### src/rtl/ntt_addr_unperm.sv
// Address generator that sweeps j = 0..31 and emits the inverse-permuted
// coefficient address for the latched NTT stage, with valid/ready handshake.
module ntt_addr_unperm #(
  parameter int ADDR_W = 5
) (
  input  logic              clk,
  input  logic              rst_n,
  input  logic              start,
  input  logic [1:0]        stage,
  output logic              busy,
  output logic              out_valid,
  input  logic              out_ready,
  output logic [ADDR_W-1:0] out_addr,
  output logic [ADDR_W-1:0] out_idx,
  output logic              out_last,
  output logic              done
);

  typedef enum logic [1:0] {
    S_IDLE = 2'd0,
    S_RUN  = 2'd1,
    S_DONE = 2'd2
  } state_t;

  localparam logic [ADDR_W-1:0] J_ONE  = {{(ADDR_W-1){1'b0}}, 1'b1};
  localparam logic [ADDR_W-1:0] J_LAST = {ADDR_W{1'b1}};

  state_t            r_state;
  state_t            w_state_nxt;
  logic [ADDR_W-1:0] r_j;
  logic [ADDR_W-1:0] w_j_nxt;
  logic [1:0]        r_stage;
  logic [1:0]        w_stage_nxt;
  logic              w_run;
  logic [ADDR_W-1:0] w_addr_s0;
  logic [ADDR_W-1:0] w_addr_s1;
  logic [ADDR_W-1:0] w_addr;

  always_ff @(posedge clk or negedge rst_n) begin
    if (!rst_n) begin
      r_state <= S_IDLE;
      r_j     <= '0;
      r_stage <= 2'd0;
    end else begin
      r_state <= w_state_nxt;
      r_j     <= w_j_nxt;
      r_stage <= w_stage_nxt;
    end
  end

  always_comb begin
    w_state_nxt = r_state;
    w_j_nxt     = r_j;
    w_stage_nxt = r_stage;
    case (r_state)
      S_IDLE: begin
        if (start) begin
          w_state_nxt = S_RUN;
          w_j_nxt     = '0;
          w_stage_nxt = stage;
        end
      end
      S_RUN: begin
        if (out_ready) begin
          if (r_j == J_LAST) begin
            w_state_nxt = S_DONE;
          end else begin
            w_j_nxt = r_j + J_ONE;
          end
        end
      end
      S_DONE: begin
        w_state_nxt = S_IDLE;
        w_j_nxt     = '0;
      end
      default: begin
        w_state_nxt = S_IDLE;
        w_j_nxt     = '0;
      end
    endcase
  end

  // Inverse permutations are pure bit rotations of j: stage 0 rotates the whole
  // index, stage 1 rotates only the low three bits within each group of eight.
  assign w_addr_s0 = {r_j[2:0], r_j[4:3]};
  assign w_addr_s1 = {r_j[4:3], r_j[0], r_j[2:1]};

  always_comb begin
    w_addr = r_j;
    case (r_stage)
      2'd0:    w_addr = w_addr_s0;
      2'd1:    w_addr = w_addr_s1;
      default: w_addr = r_j;
    endcase
  end

  assign w_run     = (r_state == S_RUN);
  assign out_valid = w_run;
  assign out_idx   = w_run ? r_j : '0;
  assign out_addr  = w_run ? w_addr : '0;
  assign out_last  = w_run && (r_j == J_LAST);
  assign done      = (r_state == S_DONE);
  assign busy      = w_run || (r_state == S_DONE);

endmodule

### config.mk
export PLATFORM = sky130hd
export DESIGN_NAME = ntt_addr_unperm
export DESIGN_NICKNAME = d
export VERILOG_FILES = /design/src/rtl/ntt_addr_unperm.sv
export SDC_FILE = /design/constraint.sdc
export NUM_CORES = 1
export LEC_CHECK = 0
export ABC_AREA = 0
export CELL_PAD_IN_SITES_DETAIL_PLACEMENT = 1
export CELL_PAD_IN_SITES_GLOBAL_PLACEMENT = 2
export CORE_ASPECT_RATIO = 0.6
export CORE_MARGIN = 10
export CORE_UTILIZATION = 30
export CTS_BUF_LIST = sky130_fd_sc_hd__clkbuf_4 sky130_fd_sc_hd__clkbuf_8
export DETAILED_ROUTE_END_ITERATION = 6
export PLACE_DENSITY_LB_ADDON = 0.2
export SLEW_MARGIN = 20
export SYNTH_ARGS = -nofsm -noshare
export SYNTH_HDL_FRONTEND = slang
export SYNTH_SLANG_ARGS = --single-unit
### constraint.sdc
create_clock -name clk -period 5.4 [get_ports clk]
set_input_delay 0.54 -clock clk [delete_from_list [all_inputs] [get_ports clk]]
set_output_delay 0.54 -clock clk [all_outputs]
set_load 0.005 [all_outputs]
==> impl_metrics.toml, run 1 <==
[outcome]
status = "completed"

[clock_tree]
clk_pin_slew_ns = 0.04
ctsResizeCount = 0
holdBufCountCts = 0
cts-htree-levels = 1
numCtsBuffers = 3
root_buffer = "clkbuf_8"
cts_tree = "yes"
clockBufferDepth = 2
clock_sinks = 9
post_cts_buffers = 0
insertion_delay_ns = 0.23

[layout]
nets = 103
layout_common_cells = "clkdlybuf4s50_1, dfrtp_1, nand2_1"
area_growth_pct = 38.2
drive_gt1_share_pct = 12.2
insertedDiodeCount = 0
mostFrequentLayoutCell = "clkdlybuf4s50_1"

[logic_synthesis]
syn_avg_cell_area_sq_um = 9.46
synth_cell_types = 31
synth_compound_area_share_pct = 16.6
synth_area_leaders = "dfrtp_1, ha_1, and2_1"
synthMuxAreaShare_pct = 9.50
yosysWarnings = 0
ys_ff_latch = 9
synth_top_area_cell = "dfrtp_1"
synth_ff_type = "dfrtp_1"
synth-seq-area-share_pct = 33.5
syn_nets = 83
synth_xor_area_share_pct = 0
async_flop_share_pct = 100
synth-edff-count = 0
syn_inst = 71
synth-simple-area-share_pct = 25.1
synth_fa_ha_area_share_pct = 11.2
yosysTopAreaCellShare_pct = 33.5
synth_top_family_by_area = "simple AND/OR/NAND/NOR gates"
syn-cell-area_sq_um = 672

[critical_path]
reg2regPathDepth = 6
slowest_stage = "ha_1"
crit_family = "buffers and inverters"
cp-end-kind = "output pin"
rr_endpoint = "r_j[3]"
path_max_fanout = 20
path_cells = "inv_1 -> ha_1 -> and2_2 -> clkdlybuf4s50_1"
critical_path_required_ns = 4.86
cp_num_buf_inv = 2
cp-start-kind = "flip-flop"
path_class = "flip-flop to output pin"
crit_arrival_ns = 2.05
slowest_delay_ns = 0.55
regToRegSetupSlack_ns = 3.53
cp.depth = 4
r2r-start = "r_j[0]"

[grt]
first_global_vias = 644
globalRouteMet2Util_pct = 11.9
track_usage_pct = 8.27
grt_pass1_wl_mm = 3.05
grt_start_max_net_pins = 21
busiest_layer = "met2"
grt_remaining_overflow = 0
use_met3_pct = 4.92
grt_util_met1_pct = 10.6
antenna_found_initial = 0

[route]
drc = 0
ant_nets = 0
wirelength_mm = 1.79
wire_per_inst_um = 14.9
drt_iter0_drc = 37
first_pass_iters = 4
via_count = 569
viasPerCell = 4.74

[power_and_ir_drop]
p_per_area_mw_per_mm2 = 387
clkPwrFrac_pct = 22.7
power_uw = 359
comb_power_share_pct = 43.3
p_seq_share_pct = 34.0
switchingPower_uw = 128
switching_share_pct = 35.8
ir_drop_mv = 0.149
intPower_uw = 230
leakage_nw = 0.400

[die]
die_x_um = 81.1
io_pins = 20
die_y_um = 56.7
die-area_sq_mm = 0.00459
core-area_sq_mm = 0.00215
initial_core_util_pct = 31.3
row_count = 13

[timing]
min_period_over_period_pct = 48.0
setup_violations = 0
tns_ns = 0
hold_viol = 0
grt_setup_unrepaired = "false"
maxSlewViolCount = 0
finalWorstPathRequiredPeriod_ns = 2.59
relSlewSlack_pct = 50.2
worst_pin_slew_ns = 0.745
fin_skew_ns = 0.00140
hold_ws_ns = 0.525
max_freq_mhz = 386

[placed_design]
dp_hpwl_mm = 1.40
io_buffers = 19
gp_congestion = 0.737

[hold_path]
holdPathEnd = "r_state[0]"
min_path_type = "flip-flop to flip-flop"
hold_start = "r_state[0]"
hold_depth = 1

[job]
drv_cap = 0
## cells in the mapped netlist, types with 2 or more instances
cell and instances:
o21ai_0 6, nand2_1 7, dfrtp_1 9, mux2i_1 3, inv_1 2, nor2b_1 2
and2_1 5, nor2_1 2, ha_1 6, clkbuf_1 2, nor4b_1 2, nand3_1 2
and2_2 3, mux2_2 2, a21boi_0 2
## flip-flops by register name, summed over array words and instances, names as in the netlist
register,flops
r_j,5
r_stage,2
r_state,2
## cell type report
cell class / count / area (sq um)
flip-flops and latches: 9 / 225
inverters: 2 / 7.51
fillers: 262 / 1220
repair buffers: 19 / 190
multi-input cells: 56 / 419
well taps: 30 / 37.5
clock buffers: 4 / 48.8
## metal layers
metal  up-vias  wire length [um]
met5         -                 0
met4         0                 0
met3         0               158
met2        13               737
met1       264               890
li1        292                 -
## cells by family (layout without fill, tap and decap cells)
| kind of cell | after synthesis | after routing |
|---|---|---|
| AO/OA/AOI/OAI | 16 | 16 |
| adder cells (fa/ha/maj) | 6 | 6 |
| AND/OR/NAND/NOR | 28 | 28 |
| multiplexers | 6 | 6 |
| flip-flops | 9 | 9 |
| buffers and inverters | 6 | 25 |
## how the worst max path moves through the flow
| stage | start | endpoint | slack [ns] |
|---|---|---|---|
| 5_1_grt | r_state[1] | out_addr[4] | 2.63 |
| 3_3_place_gp | r_state[1] | out_idx[4] | 3.06 |
| 6_report | r_state[1] | out_idx[3] | 2.81 |
| 2_1_floorplan | r_state[1] | out_addr[3] | 3.64 |
| 3_5_place_dp | r_state[1] | out_addr[4] | 3.01 |
| 4_1_cts | r_state[1] | out_idx[3] | 2.76 |
## through the flow
step | utilization, % | setup WS (ns) | cells | area [sq um]
floorplan | - | 3.64 | 71 | 672
global placement | 41.0 | 3.06 | 116 | 880
detailed placement | 41.0 | 3.01 | 116 | 880
CTS | 43.2 | 2.76 | 120 | 928
global route | 43.2 | 2.63 | 120 | 928
finish | 43.2 | 2.81 | 120 | 928
## power groups by stage
stage | clock network [mW] | registers, mW | logic, mW
finish | 0.0816 | 0.122 | 0.155
global route | 0.0882 | 0.128 | 0.176
CTS | 0.0848 | 0.122 | 0.159
detailed placement | 0 | 0.123 | 0.159
global placement | 0 | 0.122 | 0.157
floorplan | 0 | 0.106 | 0.109
No activity file was read; power rests on OpenSTA's default activity.
==> run 2, diff against run 1 <==
Settings changed: CORE_UTILIZATION 30 to 28.
Clock period 5.4 ns to 2.45 ns, I/O delays scaled along.
==> run 2 against run 1 <==
Net effect:
- utilization down 0.90 points
- non-clock buffer count up 2
- count of clock-buffer cells in the layout unchanged
- combinational power up 130%
- clock skew about the same
- critical endpoint is now out_last
- largest cell class unchanged
==> impl_metrics.toml, run 2 (synthesis gave the netlist of run 1 again) <==
[outcome]
status = "completed"

[route]
ant_nets = 0
viasPerCell = 4.92
first_pass_iters = 4
drt_iter0_drc = 41
drc = 0
wire_per_inst_um = 14.5
via_count = 600
wirelength_mm = 1.77

[timing]
tns_ns = 0
finalWorstPathRequiredPeriod_ns = 2.15
grt_setup_unrepaired = "false"
min_period_over_period_pct = 87.7
fin_skew_ns = 0.00113
maxSlewViolCount = 0
max_freq_mhz = 465
worst_pin_slew_ns = 0.446
relSlewSlack_pct = 70.2
hold_viol = 0
setup_violations = 0

[critical_path]
crit_arrival_ns = 1.90
path_class = "flip-flop to output pin"
path_max_fanout = 7
cp-start-kind = "flip-flop"
slowest_delay_ns = 0.45
critical_path_required_ns = 2.20
cp-end-kind = "output pin"
slowest_stage = "dfrtp_1"
cpMostUsedCell = "ha_1"
cp_num_buf_inv = 1
path_cells = "ha_1 -> and3_1 -> ha_1 -> and2_1 -> clkdlybuf4s50_1"
crit_family = "adder cells"

[clock_tree]
holdBufCountCts = 0
clk_pin_slew_ns = 0.05
cts-htree-levels = 1
ctsResizeCount = 0
clockBufferDepth = 2
insertion_delay_ns = 0.23
clock_sinks = 9
cts_tree = "yes"
root_buffer = "clkbuf_8"
numCtsBuffers = 3
post_cts_buffers = 0

[grt]
grt_util_met1_pct = 8.59
antenna_found_initial = 0
track_usage_pct = 7.19
busiest_layer = "met2"
grt_pass1_wl_mm = 2.90
use_met3_pct = 4.74
first_global_vias = 580
grt_remaining_overflow = 0
grt_start_max_net_pins = 21
globalRouteMet2Util_pct = 10.9

[placed_design]
dp_hpwl_mm = 1.40
io_buffers = 19
gp_congestion = 0.730
dp.cells = 118

[layout]
nets = 105
largest-register = "r_j"
layout_common_cells = "clkdlybuf4s50_1, dfrtp_1, nand2_1"
multi_input_area_sq_um = 419
insertedDiodeCount = 0
largest_reg_flops = 5
post-route-util_pct = 42.3
mostFrequentLayoutCell = "clkdlybuf4s50_1"
fin_cells = 122
seq_area_sq_um = 225
final.fill_count = 259
drive_gt1_share_pct = 14.1
area_growth_pct = 40.4
reg_top3 = "r_j (5), r_stage (2), r_state (2)"

[die]
initial_core_util_pct = 30.2
die_y_um = 57.9
row_count = 13
die_x_um = 83.2
core-area_sq_mm = 0.00223
io_pins = 20
die-area_sq_mm = 0.00482

[power_and_ir_drop]
leakage_nw = 0.410
power_uw = 808
ir_drop_mv = 0.358
p_per_area_mw_per_mm2 = 856

[hold_path]
min_path_type = "primary input to async pin"

[job]
drv_cap = 0
-- run 2: layer usage --
metal	vias to the layer above	wire length [um]
met3	0	124
met2	13	796
met1	294	844
met5	-	0
li1	293	-
met4	0	0
-- run 2: final cells by class --
| cell class | count | area share (%) |
|---|---|---|
| Inverter | 2 | 0.796 |
| Multi-Input combinational cell | 56 | 44.4 |
| Clock buffer | 4 | 5.17 |
| Timing Repair Buffer | 21 | 21.8 |
| Tap cell | 30 | 3.98 |
| Sequential cell | 9 | 23.9 |
-- run 2: power breakdown --
group	internal, mW	switching (mW)	leakage [nW]
registers	0.192	0.0740	0.118
logic	0.204	0.154	0.267
clock network	0.125	0.0595	0.0262
-- run 2: final timing paths --
check | from | end | cells past startpoint | slack (ns)
max | r_j[0] | out_last | 5 | 0.30
min | rst_n | r_j[4] | 1 | 0.33
max reg2reg | r_j[0] | r_j[3] | 6 | 0.58
min reg2reg | r_state[0] | r_state[0] | 1 | 0.54
max in group asynchronous | rst_n | r_stage[0] | 1 | 1.81
min in group clk | r_state[0] | r_state[0] | 1 | 0.54
-- run 2: metrics by stage --
| step | instance area (sq um) | hold slack (ns) | setup slack (ns) |
|---|---|---|---|
| 2_1_floorplan | 672 | -0.0506 | 0.715 |
| 3_3_place_gp | 895 | 0.500 | 0.579 |
| 3_5_place_dp | 895 | 0.535 | 0.537 |
| 4_1_cts | 943 | 0.342 | 0.277 |
| 5_1_grt | 943 | 0.357 | 0.211 |
| 6_report | 943 | 0.329 | 0.301 |
-- run 2: worst reg2reg max path, delay by kind of cell, from the launching register on --
kind	cells	cell delay, ns
and+or+nand+nor	4	0.91
adders and majority gates	2	0.46
DFF	1	0.45
